===== src/rtl/cpu_csr_axi_master.sv =====
// cpu_csr_axi_master
//
// Turns the core's single-word CSR request/response handshake into single-beat
// AXI4 write (AW + W -> B) and read (AR -> R) transactions, one at a time.
// Each transaction is tagged with a rolling ID. The B/R response code, the ID
// and (for reads) rlast are checked, and the result goes back to the core on the
// rsp_* handshake.
//
// Ports
//   s_aclk, s_aresetn             clock, asynchronous active-low reset
//   req_valid/req_ready           core request handshake (req_ready only in idle)
//   req_write/addr/wdata/wstrb    request payload, latched on acceptance
//   rsp_valid/rsp_ready           core response handshake
//   rsp_rdata, rsp_err            read data (0 for writes) and error flag
//   m_axi_aw*/w*/b*               AXI4 write channels
//   m_axi_ar*/r*                  AXI4 read channels
//
// Every non-constant output is a flop. Handshake outputs are registered
// decodes of the next state, so they change exactly on state transitions.

module cpu_csr_axi_master #(
    parameter int unsigned ADDR_WIDTH = 5,
    parameter int unsigned DATA_WIDTH = 32,
    parameter int unsigned ID_WIDTH   = 5
) (
    input  logic                    s_aclk,
    input  logic                    s_aresetn,

    input  logic                    req_valid,
    output logic                    req_ready,
    input  logic                    req_write,
    input  logic [ADDR_WIDTH-1:0]   req_addr,
    input  logic [DATA_WIDTH-1:0]   req_wdata,
    input  logic [DATA_WIDTH/8-1:0] req_wstrb,

    output logic                    rsp_valid,
    input  logic                    rsp_ready,
    output logic [DATA_WIDTH-1:0]   rsp_rdata,
    output logic                    rsp_err,

    output logic [ADDR_WIDTH-1:0]   m_axi_awaddr,
    output logic [ID_WIDTH-1:0]     m_axi_awid,
    output logic                    m_axi_awvalid,
    input  logic                    m_axi_awready,
    output logic [1:0]              m_axi_awburst,
    output logic [7:0]              m_axi_awlen,
    output logic [2:0]              m_axi_awsize,

    output logic [DATA_WIDTH-1:0]   m_axi_wdata,
    output logic [DATA_WIDTH/8-1:0] m_axi_wstrb,
    output logic                    m_axi_wlast,
    output logic                    m_axi_wvalid,
    input  logic                    m_axi_wready,

    input  logic [ID_WIDTH-1:0]     m_axi_bid,
    input  logic [1:0]              m_axi_bresp,
    input  logic                    m_axi_bvalid,
    output logic                    m_axi_bready,

    output logic [ADDR_WIDTH-1:0]   m_axi_araddr,
    output logic [ID_WIDTH-1:0]     m_axi_arid,
    output logic                    m_axi_arvalid,
    input  logic                    m_axi_arready,
    output logic [1:0]              m_axi_arburst,
    output logic [7:0]              m_axi_arlen,
    output logic [2:0]              m_axi_arsize,

    input  logic [DATA_WIDTH-1:0]   m_axi_rdata,
    input  logic [ID_WIDTH-1:0]     m_axi_rid,
    input  logic [1:0]              m_axi_rresp,
    input  logic                    m_axi_rlast,
    input  logic                    m_axi_rvalid,
    output logic                    m_axi_rready
);

    localparam int unsigned STRB_WIDTH = DATA_WIDTH / 8;

    typedef enum logic [2:0] {
        StIdle,
        StWr,
        StWrB,
        StRdA,
        StRdR,
        StResp
    } state_e;

    state_e                  state_q, state_d;
    logic [ADDR_WIDTH-1:0]   addr_q, addr_d;
    logic [DATA_WIDTH-1:0]   wdata_q, wdata_d;
    logic [STRB_WIDTH-1:0]   wstrb_q, wstrb_d;
    logic [ID_WIDTH-1:0]     tag_q, tag_d;
    logic [ID_WIDTH-1:0]     ctr_q, ctr_d;
    logic                    aw_done_q, aw_done_d;
    logic                    w_done_q, w_done_d;
    logic [DATA_WIDTH-1:0]   rdata_q, rdata_d;
    logic                    err_q, err_d;

    logic req_ready_q, awvalid_q, wvalid_q, bready_q, arvalid_q, rready_q, rsp_valid_q;

    always_comb begin
        state_d   = state_q;
        addr_d    = addr_q;
        wdata_d   = wdata_q;
        wstrb_d   = wstrb_q;
        tag_d     = tag_q;
        ctr_d     = ctr_q;
        aw_done_d = aw_done_q;
        w_done_d  = w_done_q;
        rdata_d   = rdata_q;
        err_d     = err_q;

        unique case (state_q)
            StIdle: begin
                if (req_valid && req_ready_q) begin
                    addr_d    = req_addr;
                    wdata_d   = req_wdata;
                    wstrb_d   = req_wstrb;
                    tag_d     = ctr_q;
                    ctr_d     = ctr_q + ID_WIDTH'(1);
                    aw_done_d = 1'b0;
                    w_done_d  = 1'b0;
                    state_d   = req_write ? StWr : StRdA;
                end
            end
            StWr: begin
                // AW and W complete independently; both may finish on one edge.
                if (awvalid_q && m_axi_awready) aw_done_d = 1'b1;
                if (wvalid_q && m_axi_wready)   w_done_d  = 1'b1;
                if (aw_done_d && w_done_d)      state_d   = StWrB;
            end
            StWrB: begin
                if (m_axi_bvalid) begin
                    rdata_d = '0;
                    err_d   = (m_axi_bresp != 2'b00) || (m_axi_bid != tag_q);
                    state_d = StResp;
                end
            end
            StRdA: begin
                // arvalid_q is high for the whole stay in this state.
                if (m_axi_arready) state_d = StRdR;
            end
            StRdR: begin
                if (m_axi_rvalid) begin
                    rdata_d = m_axi_rdata;
                    err_d   = (m_axi_rresp != 2'b00) || (m_axi_rid != tag_q) || !m_axi_rlast;
                    state_d = StResp;
                end
            end
            StResp: begin
                if (rsp_ready) state_d = StIdle;
            end
            default: state_d = StIdle;
        endcase
    end

    always_ff @(posedge s_aclk or negedge s_aresetn) begin
        if (!s_aresetn) begin
            state_q     <= StIdle;
            addr_q      <= '0;
            wdata_q     <= '0;
            wstrb_q     <= '0;
            tag_q       <= '0;
            ctr_q       <= '0;
            aw_done_q   <= 1'b0;
            w_done_q    <= 1'b0;
            rdata_q     <= '0;
            err_q       <= 1'b0;
            req_ready_q <= 1'b0;
            awvalid_q   <= 1'b0;
            wvalid_q    <= 1'b0;
            bready_q    <= 1'b0;
            arvalid_q   <= 1'b0;
            rready_q    <= 1'b0;
            rsp_valid_q <= 1'b0;
        end else begin
            state_q     <= state_d;
            addr_q      <= addr_d;
            wdata_q     <= wdata_d;
            wstrb_q     <= wstrb_d;
            tag_q       <= tag_d;
            ctr_q       <= ctr_d;
            aw_done_q   <= aw_done_d;
            w_done_q    <= w_done_d;
            rdata_q     <= rdata_d;
            err_q       <= err_d;
            req_ready_q <= (state_d == StIdle);
            awvalid_q   <= (state_d == StWr) && !aw_done_d;
            wvalid_q    <= (state_d == StWr) && !w_done_d;
            bready_q    <= (state_d == StWrB);
            arvalid_q   <= (state_d == StRdA);
            rready_q    <= (state_d == StRdR);
            rsp_valid_q <= (state_d == StResp);
        end
    end

    assign req_ready     = req_ready_q;
    assign rsp_valid     = rsp_valid_q;
    assign rsp_rdata     = rdata_q;
    assign rsp_err       = err_q;

    assign m_axi_awaddr  = addr_q;
    assign m_axi_awid    = tag_q;
    assign m_axi_awvalid = awvalid_q;
    assign m_axi_awburst = 2'b01;
    assign m_axi_awlen   = 8'd0;
    assign m_axi_awsize  = 3'b010;

    assign m_axi_wdata   = wdata_q;
    assign m_axi_wstrb   = wstrb_q;
    assign m_axi_wlast   = 1'b1;
    assign m_axi_wvalid  = wvalid_q;

    assign m_axi_bready  = bready_q;

    assign m_axi_araddr  = addr_q;
    assign m_axi_arid    = tag_q;
    assign m_axi_arvalid = arvalid_q;
    assign m_axi_arburst = 2'b01;
    assign m_axi_arlen   = 8'd0;
    assign m_axi_arsize  = 3'b010;

    assign m_axi_rready  = rready_q;

endmodule


===== config.mk =====
export PLATFORM = sky130hd
export DESIGN_NAME = cpu_csr_axi_master
export DESIGN_NICKNAME = d
export VERILOG_FILES = /design/src/rtl/cpu_csr_axi_master.sv
export SDC_FILE = /design/constraint.sdc
export NUM_CORES = 1
export LEC_CHECK = 0
export CORE_MARGIN = 2
export CORE_UTILIZATION = 30
export CTS_BUF_LIST = sky130_fd_sc_hd__clkbuf_4 sky130_fd_sc_hd__clkbuf_8
export DETAILED_ROUTE_END_ITERATION = 8
export GPL_TIMING_DRIVEN = 0
export PLACE_DENSITY = 0.75
export SLEW_MARGIN = 10
export SYNTH_ARGS = -nofsm -noshare
export SYNTH_HDL_FRONTEND = slang
export SYNTH_SLANG_ARGS = --single-unit

===== constraint.sdc =====
create_clock -name s_aclk -period 3.22 [get_ports s_aclk]
set_input_delay 0.322 -clock s_aclk [delete_from_list [all_inputs] [get_ports s_aclk]]
set_output_delay 0.322 -clock s_aclk [all_outputs]
set_load 0.05 [all_outputs]

Yosys cells after proc, flatten, opt, wreduce, memory -nomap -nowiden
Cells that the tools add are included.
Widths: inputs -> output; s select.
{ "word_totals": {"ff_bits": 96, "latch_bits": 0, "ram_bits": 0, "rom_bits": 0, "out_inout_bits": 123, "wordCells": 73, "n_memories": 0} }
{ "classes": {"n_addsub": 1, "multipliers": 0, "n_div": 0, "order_cmp": 0, "eq_ne": 14, "n_shift": 0, "mux": 22, "n_bitwise": 0, "reduce_logical": 19} }
{ "ops": {"columns": ["cell", "n"], "rows": [
  ["$mux 32", 2],
  ["$pmux 32 s2", 1],
  ["$mux 3", 6],
  ["$pmux 3 s6", 1],
  ["$eq 3x2->1 const B", 4],
  ["$eq 3x3->1 const B", 4],
  ["$ne 5x5->1", 2],
  ["$mux 1", 8],
  ["$eq 3x1->1 const B", 2],
  ["$logic_and 1x1->1", 6],
  ["$logic_not 3->1", 2],
  ["$pmux 1 s2", 3],
  ["$reduce_bool 2->1", 3],
  ["$add 5x1->5 const B", 1],
  ["$ne 2x2->1 const B", 2],
  ["$logic_not 1->1", 3],
  ["$logic_or 1x1->1", 3],
  ["$reduce_and 3->1", 1],
  ["$mux 2", 1],
  ["$reduce_and 2->1", 1]
]} }

Depth between registers and ports, before layout
{ "logic_depth": {"word_depth": 8, "mapped_depth": 6, "ltp_nobuf": 5} }

Worst setup path after synthesis
Ideal clock, no wire load.
{ "synth_timing": {"kind": "register to register", "from": "reg req_ready_q (netlist: req_ready)", "to": "reg awvalid_q (netlist: m_axi_awvalid)", "setup_ns": 0.096, "arrival_ns": 1.604, "setup_slack_ns": 1.521, "stages_incl_launch_ff": 7, "path_buffers": 1, "period_less_slack_ns": 1.699, "cell_sequence": "dfrtp_1 -> and3b_1 -> and2_1 -> buf_2 -> a211oi_2 -> inv_2 -> nor4_2"} }
{ "synth_between": {"elab_chain_len": 5, "elab_cells_between_ends": 8, "classes_between": "eq/ne: 1; mux: 4; reduce/logical: 3"} }
{ "synth_lines": {"columns": ["element", "line_no", "source"], "rows": [
  ["start: declaration", "98", "logic req_ready_q, awvalid_q, wvalid_q, bready_q, arvalid_q, rready_q, rsp_valid_q;"],
  ["start signal: assignment", "186", "req_ready_q <= (state_d == StIdle);"],
  ["$logic_and 1x1->1", "114", "if (req_valid && req_ready_q) begin"],
  ["$mux 3", "114", null],
  ["$pmux 3 s6", "112", "unique case (state_q)"],
  ["named net state_d[1]", "87", "state_e state_q, state_d;"],
  ["$eq 3x1->1", "187", "awvalid_q <= (state_d == StWr) && !aw_done_d;"],
  ["$logic_and 1x1->1", "187", null],
  ["end signal: assignment", "187", null],
  ["end: declaration", "98", null]
]} }
The timed path passes the listed nets, and every way through them passes these cells.
A chain may end at the register's enable or synchronous reset.

Worst setup path in the final report
{ "layout_timing": {"from": "reg tag_q[1] (netlist: m_axi_arid[1])", "to": "out m_axi_awid[1]"} }
{ "layout_rtl": {"columns": ["element", "line_no", "source"], "rows": [
  ["start: declaration", "91", "logic [ID_WIDTH-1:0] tag_q, tag_d;"],
  ["start signal: assignment", "180", "tag_q <= tag_d;"],
  ["end: declaration", "42", "output logic [ID_WIDTH-1:0] m_axi_awid,"]
]} }
No word-level cell between the ends.

==> reports/qor.csv <==
stage;metric;value;unit
critical_path;critPathArrivalTime;1.89;ns
finish;fillers;1337;
logic_synthesis;ys_top_cells_by_area;dfrtp_1 (58%), nand2_1 (19%), buf_4 (6.7%), o21ai_1 (3.6%), xnor2_1 (2.1%);
outcome;status;complete, no violations;
cts;worstSkewPairLatency;0.37;ns
cts;cts_root_buffer;clkbuf_8;
cts;clk_pin_slew;0.10;ns
placement;dpl.hpwl;8.74;mm
logic_synthesis;synth_xor_area_frac;0.0294;
floorplan;core-area;13700;sq um
grt;grt_pass1_vias;3410;
logic_synthesis;synth-compound-area-share;0.0557;
critical_path;worst_setup_path_end_kind;output port;
timing;period_minus_slack;2.21;ns
cts;clock_path_buffers;2;
floorplan;io_pins;221;
critical_path;crit_required;2.90;ns
placement;dp_slack;1.12;ns
logic_synthesis;ys_types;33;
power;ir_drop;0.553;mV
timing;setup_ws;1.01;ns
timing;slew_headroom;0.600;
placement;portBuffers;193;
timing;rsz0062_at_grt;no;
logic_synthesis;synth.area.mux_share;0;
grt;antenna_found_initial;0;
cts;cts_tree;yes;
drt;drt-wirelength-per-cell;13.3;microns
grt;grt_max_degree;53;
job;cap_viol_max_count;0;
cts;cts.sinks;96;
floorplan;initial_core_util;0.304;
timing;finalSetupTns;0;ns
grt;grt_usage;0.158;
logic_synthesis;syn-cell-area;4180;sq um
floorplan;chipHeight;122;microns
logic_synthesis;yosys.area_share.simple;0.243;
logic_synthesis;yosysWarnings;0;
drt;num_vias;3711;
placement;finalWeightedCongestion;0.762;
logic_synthesis;synth_cells;464;
timing;max_freq;452;MHz
grt;grt_pass1_wl;18.1;mm
timing;clock-skew-final;0.0114;ns
logic_synthesis;synth_area_leader_cell;dfrtp_1;
logic_synthesis;synthArstFlopShare;1.00;
logic_synthesis;synth_top_family_by_area;simple AND/OR/NAND/NOR gates;
timing;holdWs;0.464;ns
logic_synthesis;avgSynthCellArea;9.00;sq um
finish;final_nets;794;
timing;min_period_over_period;0.688;
floorplan;chipWidth;122;microns
logic_synthesis;synth-edff-count;0;
timing;hold_violations;0;
power;power;6.76;mW
cts;numCtsBuffers;9;
logic_synthesis;ys_seq_elements;96;
finish;diodes;0;
floorplan;die-area;14900;sq um
drt;firstDrtPassIters;4;
critical_path;critPathMaxFanout;5;
finish;drive_gt1_frac;0.0971;
finish;area_growth;59.6;%
power;total_leakage_power;3.06;nW
timing;setup_violations;0;
logic_synthesis;yosysTopAreaCellShare;0.575;
drt;vias_per_cell;4.22;
min_path;holdCritPathClass;input port to flip-flop;
cts;cts_max_level;3;
logic_synthesis;synth_adder_area_share;0.00300;
timing;tightestPinTransition;0.600;ns
grt;gr-total-overflow;0;
drt;wirelength;11.7;mm
critical_path;worst-r2r-setup-slack;1.30;ns
logic_synthesis;synthFlopType;dfrtp_1;
drt;ant_nets;0;
cts;cts.repair.resized;0;
drt;drcViolationCount;0;
critical_path;setup.worst_path.class;flip-flop to output port;
timing;maxSlewViolCount;0;
critical_path;cp-start-kind;flip-flop;
finish;finalNonFillerCells;880;
power;powerDensity;1010;nW/um^2
placement;dp.cells;863;
floorplan;rows;43;
drt;drt-initial-drc-count;153;
logic_synthesis;yosysSeqAreaShare;0.575;
==> cell type report <==
| cell class | count | area [sq um] | area share |
|---|---|---|---|
| sequential | 96 | 2400 | 0.360 |
| timing repair buffer | 195 | 1970 | 0.295 |
| multi-input combinational | 330 | 1480 | 0.222 |
| buffer | 59 | 369 | 0.0554 |
| tap | 180 | 225 | 0.0338 |
| clock buffer | 11 | 139 | 0.0208 |
| clock inverter | 5 | 65.1 | 0.00976 |
| inverter | 4 | 15.0 | 0.00225 |
==> report_power, final <==
part | switching [mW] | internal, mW | total, mW
clock | 0.433 | 0.384 | 0.817
combinational | 2.63 | 1.31 | 3.94
sequential | 0.328 | 1.67 | 2.00
total | 3.39 | 3.37 | 6.76
==> flip-flops by register name, indices dropped and copies added, names as in the netlist, 3 cells and up <==
signal / count
m_axi_wdata: 32
rsp_rdata: 32
ctr_q: 5
m_axi_araddr: 5
m_axi_arid: 5
m_axi_wstrb: 4
state_q: 3
==> per-layer routing <==
layer | share of wire | vias up | global-route usage | routed length, microns
li1 | - | 1858 | - | -
met1 | 0.42 | 1690 | 0.203 | 4930
met2 | 0.48 | 159 | 0.252 | 5570
met3 | 0.098 | 4 | 0.0679 | 1150
met4 | 0.0021 | 0 | 0.0280 | 25
met5 | 0 | - | 0 | 0
==> through the flow <==
stage                      util  area (sq um)
after global routing      0.486          6670
final                     0.486          6670
after CTS                 0.486          6670
after global placement    0.468          6430
after detailed placement  0.470          6450
after floorplan               -          4270
==> synth_stat cells, types with 3 or more instances <==
master	count
nand2_1	210
dfrtp_1	96
buf_4	37
o21ai_1	30
clkbuf_1	13
xnor2_1	10
nor2_1	9
buf_2	7
o21ai_0	5
nand4_1	4
nor2b_1	4
xor2_1	4
and2_1	3
nand3b_1	3
==> critical path, stage by stage, from the launching register on <==
cell	delay, ns
dfrtp_1	0.56
buf_4	0.17
clkdlybuf4s50_1	0.79
==> kinds of logic (layout without fill, tap and decap cells) <==
family / Yosys count / after routing
AO/OA/AOI/OAI: 43 / 43
other: 2 / 27
buffers and inverters: 63 / 274
XOR/XNOR: 14 / 14
AND/OR/NAND/NOR: 245 / 245
flip-flops: 96 / 96
adder cells (fa/ha/maj): 1 / 1
==> final timing paths <==
kind                               start  cells after the start        endpoint
min reg2reg                     ctr_q[4]                      1        ctr_q[4]
max reg2reg                   state_q[0]                      6    rsp_rdata[9]
max in group asynchronous      s_aresetn                      3  m_axi_wstrb[3]
max                        m_axi_arid[1]                      2   m_axi_awid[1]
min                         req_wdata[6]                      3  m_axi_wdata[6]
min in group asynchronous      s_aresetn                      2    rsp_rdata[4]
==> placed cells by master, fill, tap and decap left out, types with 4 or more instances in the layout <==
master / instances
buf_4: 38
o21ai_1: 30
nand4_1: 4
dfrtp_1: 96
conb_1: 27
clkdlybuf4s50_1: 192
clkbuf_1: 13
clkbuf_8: 9
o21ai_0: 5
nand2_1: 210
nor2b_1: 4
xor2_1: 4
buf_2: 7
nor2_1: 9
xnor2_1: 10
==> repair_timing <==
item,in CTS,in global routing
hold buffers,1,0
setup buffers,0,0
hold endpoints to repair,44,0
Power figures use the tool's default switching activity.
==> RTL edit 1: new RTL, same flow settings <==
Change the parameter `ADDR_WIDTH` from 5 to 7.
--- a/src/rtl/cpu_csr_axi_master.sv
+++ b/src/rtl/cpu_csr_axi_master.sv
@@ -20,5 +20,5 @@
 
 module cpu_csr_axi_master #(
-    parameter int unsigned ADDR_WIDTH = 5,
+    parameter int unsigned ADDR_WIDTH = 7,
     parameter int unsigned DATA_WIDTH = 32,
     parameter int unsigned ID_WIDTH   = 5
Interface: changed (resized m_axi_araddr, m_axi_awaddr and req_addr); port bits go from 221 to 227. The function was not compared with the original's and may differ.
==> RTL edit 1 against the original RTL <==
  * Via count increased by 0.89%
  * Setup slack better by 0.044 ns
  * Final area is 2.4% higher
  * Register-to-register slack better by 0.21 ns
  * Power up 2.9%
  * Combinational power grew 4%
  * Sequential cell count rose by 2
  * First-iteration DRC count rose by 21%
  * Count of clock-buffer cells in the layout increased by 3
  * Utilization rose by 0.60 points
  * Clock power rose by 2%
  * Synthesized cell count increased by 2.2%
  * Wire length increased by 2.1%
  * Synthesized area is 2.2% higher
==> RTL edit 1: results (changes against the original RTL) <==
synth_xor_area_share_pct: 2.87  # -0.064 points
gr-usage-all-layers_pct: 16.0  # +0.14 points
outcome: "completed"
final.setup_skew_ns: 0.00728  # -0.00411 ns
syn_inst: 474  # +2.2%
portBuffers: 199  # +3.1%
avgViaCountPerCell: 4.18  # -0.91%
drive_above_1_share_pct: 9.50  # -0.22 points
signal_buffers: 262  # +3.1%
p_sw_uw: 3450  # +1.9%
nets: 812  # +2.3%
gp_congestion: 0.749  # -1.6%
p_comb_share_pct: 58.7  # +0.4 points
seq-cell-share_pct: 35.9  # -0.12 points
bufAreaShareNonClock_pct: 35.4  # +0.40 points
yosys.area_share.adder_pct: 0.293  # -0.0065 points
cellLeakagePower_uw: 0.00316  # +3.1%
first_pass_iters: 5  # +1
route.met2.wl_mm: 5.67  # +1.9%
final-clk-cell-share_pct: 3.06  # about the same
placedCellCount: 879  # +1.9%
grt.met2_usage_pct: 26.3  # +1.1 points
grt_max_degree: 76  # +43%
synth_area_per_cell_sq_um: 9.00  # about the same
synth_area_leaders: "dfrtp_1, nand2_1, buf_4"
fillers: 1311  # -1.9%
clkbuf_count: 14  # +3
met1_length_mm: 5.05  # +2.3%
synth_compound_area_share_pct: 5.45  # -0.12 points
worstMarginPinSlew_ns: 0.526  # -0.0738 ns
dp_slack_ns: 1.28  # +0.160 ns
instances_no_fill: 896  # +1.8%
dp_hpwl_mm: 8.94  # +2.3%
dr_wl_met3_mm: 1.08  # -6.4%
synth_cell_type_count: 35  # +6.1%
wl_per_cell_um: 13.3  # +0.23%
grt_pass1_vias: 3676  # +7.8%
netlist_top_cells_count: "nand2_1, dfrtp_1, buf_4"
multi_input_area_share_pct: 22.0  # -0.20 points
stdcell_area_sq_um: 6830  # +2.4%
met1_usage_pct: 19.4  # -0.94 points
p_seq_share_pct: 29.3  # -0.3 points
irDropWorstVdd_uv: 607  # +9.7%
powerClk_uw: 835  # +2%
met3_usage_pct: 5.49  # -1.3 points
grt_pass1_wl_mm: 18.5  # +1.9%
hp-class: "primary input to async pin"
post_dp_cell_area_sq_um: 6610  # +2.4%
synth-seq-cells: 98  # +2.1%
==> RTL edit 1: cell count changes after synthesis, moves of 2 or more <==
cell	change
buf_1	+2
buf_2	-2
buf_4	+2
dfrtp_1	+2
nand2_1	+6
o21ai_0	+22
o21ai_1	-22
==> RTL edit 1: cell families after synthesis <==
| kind of cell | after synthesis |
|---|---|
| buffers and inverters | 65 |
| and+or+nand+nor | 251 |
| adders and majority gates | 1 |
| other | 2 |
| DFF | 98 |
| AOI/OAI and AO/OA | 43 |
| xor gates and xnor gates | 14 |
==> RTL edit 1: final timing paths <==
kind | startpoint | endpoint | slack, ns | cells after the start
max | m_axi_arid[1] | m_axi_awid[1] | 1.05 | 2
min | s_aresetn | m_axi_araddr[6] | 0.37 | 2
max reg2reg | state_q[0] | rsp_rdata[10] | 1.51 | 6
min reg2reg | m_axi_wdata[15] | m_axi_wdata[15] | 0.48 | 2
max in group asynchronous | s_aresetn | rsp_rdata[12] | 2.20 | 3
min in group s_aclk | m_axi_wdata[15] | m_axi_wdata[15] | 0.48 | 2
==> RTL edit 2: new RTL, same settings <==
Made on the original files. Reset style: synchronous (`s_aresetn`), changed in one clocked block. Comments in the files are not updated.
--- a/src/rtl/cpu_csr_axi_master.sv
+++ b/src/rtl/cpu_csr_axi_master.sv
@@ -154,5 +154,5 @@
     end
 
-    always_ff @(posedge s_aclk or negedge s_aresetn) begin
+    always_ff @(posedge s_aclk) begin
         if (!s_aresetn) begin
             state_q     <= StIdle;
Formal check against the unedited RTL: differs if s_aresetn is asserted again (counterexample within 4 cycles, from zero or initial values and one cycle with s_aresetn low); with s_aresetn held inactive, the same outputs for 10 cycles.
==> RTL edit 2 against the original RTL <==
  * Die area is 1.0% lower
  * Final cell count is 1.5% higher
  * Final area is 1.1% lower
  * Non-clock buffer count is 9 higher
  * Highest routed layer unchanged
  * Setup slack worse by 0.083 ns
  * Global-route usage is 1.3 points higher
  * Sequential cell count stayed put
  * Wire length is 6.1% higher
  * Synthesized area is 1.0% lower
  * Via count is 3.6% higher
Power is not compared: it rests on default switching activity, and its combinational part moved more than twofold at a synthesized area within 25%.
==> RTL edit 2: results (changes against the original RTL) <==
yosysSeqAreaShare_pct: 46.5  # -11 points
met1_usage_pct: 19.4  # -0.88 points
outcome: "completed"
cellLeakagePower_uw: 0.00242
worstMarginPinSlew_ns: 0.584  # -0.0163 ns
drive_above_1_share_pct: 9.90  # +0.19 points
synth_area_leaders: "dfxtp_1, a21boi_0, nand2_1"
synth_cell_type_count: 37  # +12%
hp-class: "flop to flop"
nets: 811  # +2.1%
ys.flop_type: "dfxtp_1"
drtIter0Drc: 128  # -16%
grt_max_degree: 16  # -70%
critPathLaunch: "m_axi_arid[1]"
dp_slack_ns: 0.964  # -0.153 ns
min_from: "rsp_rdata[27]"
grt.met2_usage_pct: 29.5  # +4.2 points
grt_pass1_vias: 3743  # +9.8%
async_reset_ff_share_pct: 0  # -100 points
met3_usage_pct: 7.24  # +0.45 points
cts-root-buf: "clkbuf_8"
post_dp_cell_area_sq_um: 6370  # -1.3%
dp_hpwl_mm: 9.31  # +6.5%
cp_data_arrival_time_ns: 1.97  # +0.08 ns
postCtsResizedCells: 0  # unchanged
vias: 3846  # +3.6%
gp_congestion: 0.812  # +6.6%
gr-usage-all-layers_pct: 17.1  # +1.3 points
netlist_top_cells_count: "nand2_1, dfxtp_1, a21boi_0"
clk_latency_ns: 0.38
grt_pass1_wl_mm: 19.3  # +6.3%
post_cts_buffers: 0  # unchanged
portBuffers: 192  # -0.52%
reg2reg_from: "state_q[1]"
-- RTL edit 2: area by class of cell --
class | instances | area [sq um]
multi-input cells | 339 | 1860
fillers | 1307 | 6760
clock inverters | 5 | 80.1
inverters | 3 | 11.3
plain buffers | 71 | 429
repair buffers | 192 | 1920
flip-flops and latches | 96 | 1920
clock buffers | 11 | 145
well taps | 176 | 220
-- RTL edit 2: report_power, final --
group | internal (uW) | total, uW | switching, uW
Combinational | 327 | 833 | 506
Clock | 466 | 894 | 428
Sequential | 1250 | 1290 | 36.7
-- RTL edit 2: logic make-up after synthesis --
family          synth area share [%]
mux                            0.363
other cells                    0.182
compound gates                  16.3
fa+ha+maj                      0.303
buf+inv                         10.7
xor+xnor                        2.97
simple gates                    22.7
flops                           46.5
-- RTL edit 2: worst paths after layout --
kind	slack, ns	cells after the start	end
hold / removal	0.47	2	rsp_rdata[27]
hold reg to reg	0.47	2	rsp_rdata[27]
setup reg to reg	1.26	7	state_q[0]
setup / recovery	0.92	2	m_axi_awid[1]
-- RTL edit 2: stage by stage --
stage	cells	util, %	total power [uW]
after floorplan	509	-	1840
after global placement	877	47.7	2150
after detailed placement	877	47.7	2150
after CTS	893	49.4	3070
after global routing	893	49.4	3160
final	893	49.4	3010
-- RTL edit 2: per-layer routing --
layer	up-vias	share of wire, %	wire [um]
met1	1708	41	5080
met4	0	1.1	136
li1	1979	-	-
met2	146	48	5960
met5	-	0	0
met3	13	9.7	1210
-- RTL edit 2: critical path: stages (launching register included) --
cell and delay (ns):
dfxtp_1 0.62, buf_4 0.19, clkdlybuf4s50_1 0.79
